File: config.mk
export PLATFORM = sky130hd
export DESIGN_NAME = line_echo_responder
export DESIGN_NICKNAME = d
export VERILOG_FILES = /design/src/rtl/line_echo_responder.sv
export SDC_FILE = /design/constraint.sdc
export NUM_CORES = 1
export LEC_CHECK = 0
export CAP_MARGIN = 25
export CORE_AREA = 2 2 278 280
export DETAILED_ROUTE_END_ITERATION = 8
export DIE_AREA = 0 0 280 282
export GPL_TIMING_DRIVEN = 0
export PLACE_DENSITY = 0.75
export SLEW_MARGIN = 20
export SYNTH_ARGS = -nofsm -noshare
export SYNTH_HDL_FRONTEND = slang
export SYNTH_SLANG_ARGS = --single-unit
File: constraint.sdc
create_clock -name clk -period 4 [get_ports clk]
set_input_delay 1 -clock clk [delete_from_list [all_inputs] [get_ports clk]]
set_output_delay 1 -clock clk [all_outputs]
set_load 0.03 [all_outputs]
File: src/rtl/line_echo_responder.sv
// line_echo_responder: reads a console line, echoes it back upper-cased, then signals completion
module line_echo_responder #(
    parameter int BUFFER_LEN = 128
) (
    input  logic        clk,
    input  logic        rst,
    input  logic        out_newASCII_ready,
    input  logic [12:0] out_lineLen,
    input  logic [7:0]  lineOut,
    output logic        lineOut_nextASCII,
    output logic        in_newASCII_ready,
    output logic [7:0]  lineIn,
    input  logic        lineIn_nextASCII,
    output logic        in_solved,
    input  logic        out_solved,
    output logic        busy
);
    localparam int AW = BUFFER_LEN > 1 ? $clog2(BUFFER_LEN) : 1;
    localparam logic [12:0] MAX_LEN = 13'(BUFFER_LEN);
    localparam logic [2:0] IDLE     = 3'd0;
    localparam logic [2:0] READ     = 3'd1;
    localparam logic [2:0] DRAIN    = 3'd2;
    localparam logic [2:0] WRITE    = 3'd3;
    localparam logic [2:0] TERM     = 3'd4;
    localparam logic [2:0] SOLVE    = 3'd5;
    localparam logic [2:0] WAIT_ACK = 3'd6;

    logic [2:0]  state;
    logic [7:0]  len;
    logic [7:0]  rd_cnt;
    logic [7:0]  wr_cnt;
    logic [12:0] sur_cnt;
    logic [7:0]  line_buf [BUFFER_LEN];
    logic [7:0]  cur;
    logic        capture;

    assign capture = state == READ && rd_cnt < len && !lineOut_nextASCII;
    assign cur = line_buf[wr_cnt[AW-1:0]];

    // Outputs are decoded from state so reset clears them immediately
    always_comb begin
        in_newASCII_ready = state == WRITE || state == TERM;
        lineIn = state == WRITE ? ((cur >= 8'h61 && cur <= 8'h7a) ? cur - 8'h20 : cur) : 8'h00;
        in_solved = state == SOLVE;
        busy = state != IDLE;
    end

    // Line storage; contents are don't-care after reset
    always_ff @(posedge clk) begin
        if (capture) line_buf[rd_cnt[AW-1:0]] <= lineOut;
    end

    // Main FSM; surplus characters beyond the buffer are acknowledged and dropped
    always_ff @(posedge clk or posedge rst) begin
        if (rst) begin
            state <= IDLE;
            len <= 8'd0;
            rd_cnt <= 8'd0;
            wr_cnt <= 8'd0;
            sur_cnt <= 13'd0;
            lineOut_nextASCII <= 1'b0;
        end else begin
            lineOut_nextASCII <= 1'b0;
            case (state)
                IDLE: if (out_newASCII_ready) begin
                    len <= out_lineLen > MAX_LEN ? MAX_LEN[7:0] : out_lineLen[7:0];
                    sur_cnt <= out_lineLen > MAX_LEN ? out_lineLen - MAX_LEN : 13'd0;
                    rd_cnt <= 8'd0;
                    state <= READ;
                end
                READ: if (rd_cnt < len) begin
                    if (!lineOut_nextASCII) begin
                        rd_cnt <= rd_cnt + 8'd1;
                        lineOut_nextASCII <= 1'b1;
                    end
                end else if (sur_cnt != 13'd0) begin
                    if (!lineOut_nextASCII) begin
                        sur_cnt <= sur_cnt - 13'd1;
                        lineOut_nextASCII <= 1'b1;
                    end
                end else begin
                    state <= DRAIN;
                end
                DRAIN: if (!out_newASCII_ready) begin
                    state <= len == 8'd0 ? SOLVE : WRITE;
                    wr_cnt <= 8'd0;
                end
                WRITE: if (lineIn_nextASCII) begin
                    if (wr_cnt == len - 8'd1) state <= TERM;
                    else wr_cnt <= wr_cnt + 8'd1;
                end
                TERM: if (lineIn_nextASCII) state <= SOLVE;
                SOLVE: state <= WAIT_ACK;
                WAIT_ACK: if (out_solved) state <= IDLE;
                default: state <= IDLE;
            endcase
        end
    end
endmodule

==> flow_metrics.tcl, run 1 <==
set metrics [dict create \
    dpl.hpwl_um 86890 \
    clock_latency_ns 0.67 \
    grt_max_degree 98 \
    cp.required_ns 3.00 \
    rsz0062_at_grt "true" \
    pin_count 38 \
    path_class "flop to output port" \
    hold_viol_final 0 \
    dieArea_um2 78960 \
    clockBufferDepth 3 \
    maxSlewHeadroom_pct 5.066 \
    final_common_cell "edfxtp_1" \
    grt_usage_pct 35.81 \
    portBuffers 37 \
    r2r_cells 12 \
    crit_top_cell "buf_4" \
    dp_slack_ns -3.323 \
    holdPathStages 1 \
    leakage_nw 16.63 \
    holdBufCountCts 0 \
    wl_um 140900 \
    synth.distinct_cells 73 \
    layout_common_cells "1024 x edfxtp_1, 266 x mux4_2, 109 x buf_4, 109 x clkbuf_16, 66 x nand2_1" \
    gp_congestion 1.030 \
    grt-ovfl-total 0 \
    yosys_warnings 0 \
    p_per_area_nw_per_um2 670.0 \
    ys_seq_area_share_pct 74.12 \
    yosysTopAreaCellShare_pct 71.73 \
    setup_violations 19 \
    grt_pass1_vias 24440 \
    htreeDepth 3 \
    whs_ns 0.5307 \
    finalWorstSetupSlack_ns -1.719 \
    die_h_um 282 \
    critPathLaunchType "flop" \
    path_clk_slew_ns 0.06 \
    routedWlPerCell_um 40.10 \
    syn-num-nets 2209 \
    yosysTopAreaCell "edfxtp_1" \
    cts_tree "yes" \
    drtPass1Iterations 6 \
    ys.flop_type "edfxtp_1" \
    peakVddDrop_uv 662.7 \
    final_max_slew_viol_count 0 \
    status "complete, but fails checks" \
    drive_above_1_share_pct 35.50 \
    syn_area_per_cell_um2 19.76 \
    finish.net_count 2492 \
    syn_area_um2 42870 \
    tightest_slew_ns 1.424 \
    worst_setup_path_end_kind "output port" \
    ys_ff_latch 1065 \
    period_minus_slack_ns 5.719 \
    antenna_left 0 \
    drc 0 \
    drt_iter0_markers 5013 \
    fin_skew_ns 0.01716 \
    max_freq_mhz 174.8 \
    cp_cell_sequence "buf_4 > buf_4 > buf_4 > buf_12 > clkbuf_16 > buf_8 > mux4_2 > mux2i_2 > a221oi_4 > inv_2 > ha_4 > a311oi_4 > buf_6" \
    violations "setup timing" \
    clk_root_buffer_cell "clkbuf_16" \
    synthCells 2169 \
    core_area_um2 75700 \
    post_drt_via_cell_ratio 7.288 \
    cts.sinks 1065 \
    cp_slowest_cell "dfrtp_1" \
    synth_edf_count 1024 \
    start_util_pct 56.63 \
    hp-class "flop to flop" \
    grt_pass1_wl_um 190800 \
    async_flop_share_pct 3.850 \
    synth_area_leaders "edfxtp_1 72%, mux4_2 14%, dfrtp_1 2.4%" \
    die_w_um 280 \
    drv_cap 0 \
    worst-path-max-fanout 10 \
    area_growth_pct 21.26 \
    antenna_found_initial 3 \
    cts_made_buffers 102 \
    arrival_ns 4.72 \
    vias 25610 \
    max_stage_delay_ns 0.49 \
    post-route-period-util_pct 143.0 \
    row_count 101 \
]
==> report_power, final <==
part           leakage (nW)  internal, mW  switching [mW]  total [mW]
Combinational          5.25          5.17            7.28        12.4
Sequential             9.73          12.4           0.147        12.5
Clock                  1.65          5.61            4.25        9.86
==> kinds of logic (layout without fill, tap and decap cells) <==
logic type,after synthesis,in the layout,share of synthesized area [%]
flops,1065,1065,74.12
simple gates,387,387,4.375
mux,325,325,15.37
compound gates,196,196,3.307
buf+inv,158,524,1.926
xor+xnor,24,24,0.4903
fa+ha+maj,14,14,0.4086
other cells,0,1,0
==> through the flow <==
step | instances | utilization [%] | TNS [ns] | instance area, um^2 | power, mW
detailed placement | 3222 | 60.05 | -528.17 | 45450 | 22.18
CTS | 3483 | 67.59 | -8.181 | 51170 | 33.58
finish | 3514 | 68.67 | -9.393 | 51980 | 34.83
global placement | 3184 | 59.00 | -1969.74 | 44660 | 21.94
global route | 3513 | 68.67 | -14.08 | 51980 | 35.22
floorplan | 2169 | - | -0.6931 | 43070 | 18.20
==> final timing paths <==
path                             start              end  slack, ns
max in group asynchronous          rst      sur_cnt[11]       2.99
hold reg to reg            sur_cnt[12]      sur_cnt[12]       0.53
min in group asynchronous          rst        wr_cnt[4]       0.56
hold / removal             sur_cnt[12]      sur_cnt[12]       0.53
setup reg to reg                len[1]  line_buf[72][5]      -0.04
setup / recovery             wr_cnt[2]        lineIn[6]      -1.72
==> flip-flops by register name (all words and copies together) (netlist names) <==
register and count:
line_buf 1024, sur_cnt 13, len 8, rd_cnt 8
wr_cnt 8, state 3, lineOut_nextASCII 1
==> repair_timing <==
item,CTS,global route
pin swaps,33,35
gates resized for setup,382,113
buffers inserted,75,34
hold endpoints to repair,0,0
endpoints found under the setup margin,964,550
gates cloned,2,1
==> cell usage after synthesis, drive strengths merged, types with 12 or more instances <==
master and instances:
a211oi 16, nand2 69, mux2i 52, inv 21
xnor2 14, mux4 266, a22oi 21, a22o 12
ha 14, nor2b 13, edfxtp 1024, a21oi 25
o22ai 19, or3 12, nand3 33, dfrtp 41
o21ai 27, nor2 110, buf 78, and2 15
nor3 84, clkbuf 58
==> metal layers <==
metal | share of wire, % | up-vias | GRT usage, %
li1 | - | 9553 | -
met1 | 34 | 13050 | 47.76
met2 | 44 | 2474 | 52.28
met3 | 15 | 525 | 11.99
met4 | 7.0 | 4 | 20.40
met5 | 0.017 | - | 0
==> area by class of cell <==
cell class | count | area, um^2
flip-flops and latches | 1065 | 31780
multi-input cells | 946 | 11750
diodes | 1 | 2.502
inverters | 22 | 82.58
well taps | 978 | 1224
clock inverters | 66 | 671.9
repair buffers | 184 | 2116
clock buffers | 121 | 2676
plain buffers | 131 | 1680
fillers | 4427 | 23710
==> worst max-delay path: cells and delay by family (launching register included) <==
family                   cells  cell delay (ns)
adder cells (fa/ha/maj)      1             0.24
multiplexers                 2             0.47
AO/OA/AOI/OAI                2             0.75
buffers and inverters        8             2.01
flip-flops                   1             0.49
Note: power is estimated with default switching activity, not from simulation.
==> run 2: changes to the inputs <==
Settings changed: CAP_MARGIN 25 to not set, MAX_ROUTING_LAYER set to met4.
==> run 2 against run 1 <==
Net effect:
- the flow still finishes with violations (setup timing)
- combinational power is essentially flat
- clock-buffer cell count grew 6
- design area grew 0.55%
- sequential power about the same
- sequential cell count unchanged
- global-route usage is 1.7 points higher
- clock skew is 0.0047 ns higher
- sequential share of layout area fell by 0.33 points
- wire length rose by 2.1%
- non-clock buffer count is 15 higher
==> flow_metrics.tcl, run 2 (synthesis results as in run 1) <==
set metrics [dict create \
    vias 25880 \
    internal_power_mw 23.02 \
    violations "setup timing" \
    clk_root_buffer_cell "clkbuf_16" \
    die_h_um 282 \
    grt_pass1_vias 24380 \
    htreeDepth 3 \
    p_total_mw 34.81 \
    fin_cells 3536 \
    dp_slack_ns -3.310 \
    maxSlewHeadroom_pct 18.88 \
    cts.sinks 1065 \
    wl_um 143900 \
    tightest_slew_ns 1.217 \
    drive_above_1_share_pct 35.82 \
    p_sw_mw 11.80 \
    sw_frac_of_total_pct 33.89 \
    holdBufCountCts 0 \
    post_drt_via_cell_ratio 7.320 \
    portBuffers 37 \
    largest_register_ffs 1024 \
    leakage_nw 16.73 \
    dieArea_um2 78960 \
    drt_iter0_markers 4793 \
    hold_viol_final 0 \
    gp_congestion 1.007 \
    drv_cap 0 \
    worst-path-max-fanout 10 \
    fin_area_um2 52270 \
    cp_slowest_cell "dfrtp_1" \
    finish.net_count 2509 \
    worst_setup_path_end_kind "output port" \
    core_area_um2 75700 \
    routedWlPerCell_um 40.68 \
    drc 0 \
    cp.required_ns 3.00 \
    cts_made_buffers 104 \
    max_freq_mhz 176.6 \
    rsz0062_at_grt "true" \
    grt-ovfl-total 0 \
    start_util_pct 56.63 \
    grt_max_degree 109 \
    setup_violations 24 \
    finalWorstSetupSlack_ns -1.664 \
    period_minus_slack_ns 5.664 \
    fin_skew_ns 0.02187 \
    dpl.hpwl_um 86380 \
    max_stage_delay_ns 0.50 \
    path_clk_slew_ns 0.06 \
    peakVddDrop_uv 578.2 \
    pin_count 38 \
    final_max_slew_viol_count 0 \
    place_area_um2 45350 \
    antenna_left 0 \
    fin_util_pct 69.05 \
    antenna_found_initial 1 \
    status "complete, but fails checks" \
    clockPowerShare_pct 28.0 \
    die_w_um 280 \
    row_count 101 \
    cts_tree "yes" \
    critPathLaunchType "flop" \
    final_common_cell "edfxtp_1" \
    grt_pass1_wl_um 193600 \
    hp-class "flop to flop" \
    post-route-period-util_pct 141.6 \
    placed_cells 3208 \
    layout_common_cells "1024 x edfxtp_1, 266 x mux4_2, 118 x buf_4" \
    fill_cells 4414 \
    clock_latency_ns 0.70 \
    p_comb_share_pct 36.0 \
    p_per_area_nw_per_um2 666.1 \
    seqPwrFrac_pct 36.0 \
    path_class "flop to output port" \
    clockBufferDepth 3 \
    drtPass1Iterations 6 \
    grt_usage_pct 37.51 \
    cp_cell_sequence "buf_4 > buf_4 > buf_6 > buf_12 > clkbuf_16 > buf_8 > mux4_2 > mux2i_2 > a221oi_4 > inv_2 > ha_4 > a311oi_4 > buf_6" \
    arrival_ns 4.66 \
    area_growth_pct 21.92 \
]
run 2: layout make-up:
cell class                 instances  area (um^2)  area share (%)
inverter                          22        82.58          0.1580
sequential                      1065        31780           60.80
buffer                           131         1725           3.301
multi-input combinational        946        11840           22.66
tap                              978         1224           2.341
timing repair buffer             199         2295           4.390
clock buffer                     127         2689           5.144
antenna                            1        2.502        0.004788
clock inverter                    67        629.4           1.204
run 2: path summary, 6_finish.rpt:
path | endpoint | slack [ns] | cells after the start | start
max reg2reg | line_buf[40][7] | -0.08 | 6 | state[1]
max | lineIn[6] | -1.66 | 13 | wr_cnt[2]
min in group asynchronous | sur_cnt[9] | 0.70 | 2 | rst
min reg2reg | sur_cnt[12] | 0.52 | 1 | sur_cnt[12]
min | sur_cnt[12] | 0.52 | 1 | sur_cnt[12]
max in group asynchronous | wr_cnt[1] | 2.78 | 3 | rst
run 2: critical path, delay by kind of cell (launching register included):
kind / cells / cell delay (ns)
adder cells (fa/ha/maj): 1 / 0.23
buffers and inverters: 8 / 1.95
multiplexers: 2 / 0.53
flip-flops: 1 / 0.50
AO/OA/AOI/OAI: 2 / 0.70
run 2: per-layer routing:
metal | GRT usage (%) | routed length, um | vias to the layer above
li1 | - | - | 9627
met1 | 49.45 | 47820 | 13210
met2 | 52.43 | 63540 | 2459
met3 | 12.12 | 22720 | 587
met4 | 20.06 | 9772 | 0
met5 | - | 0 | -
run 2: timing repair:
action,4_1_cts,5_1_grt
cloned,3,0
gates resized for setup,430,90
endpoints found under the setup margin,990,608
pin swaps,45,45
buffers inserted,93,43
run 2: power by group through the flow:
stage                     registers, mW  clock network (mW)  logic (mW)
after global routing               12.5                10.1        12.6
final                              12.5                9.75        12.5
after global placement             12.8                   0        9.19
after detailed placement           12.8                   0        9.46
after floorplan                    12.7                   0        5.49
after CTS                          12.5                9.67        11.5
run 2: through the flow:
stage	TNS (ns)	hold slack [ns]
floorplan	-0.6931	0.4639
global placement	-2007.17	0.4958
CTS	-9.686	0.5112
global route	-10.49	0.5565
detailed placement	-593.19	0.4937
finish	-9.842	0.5224
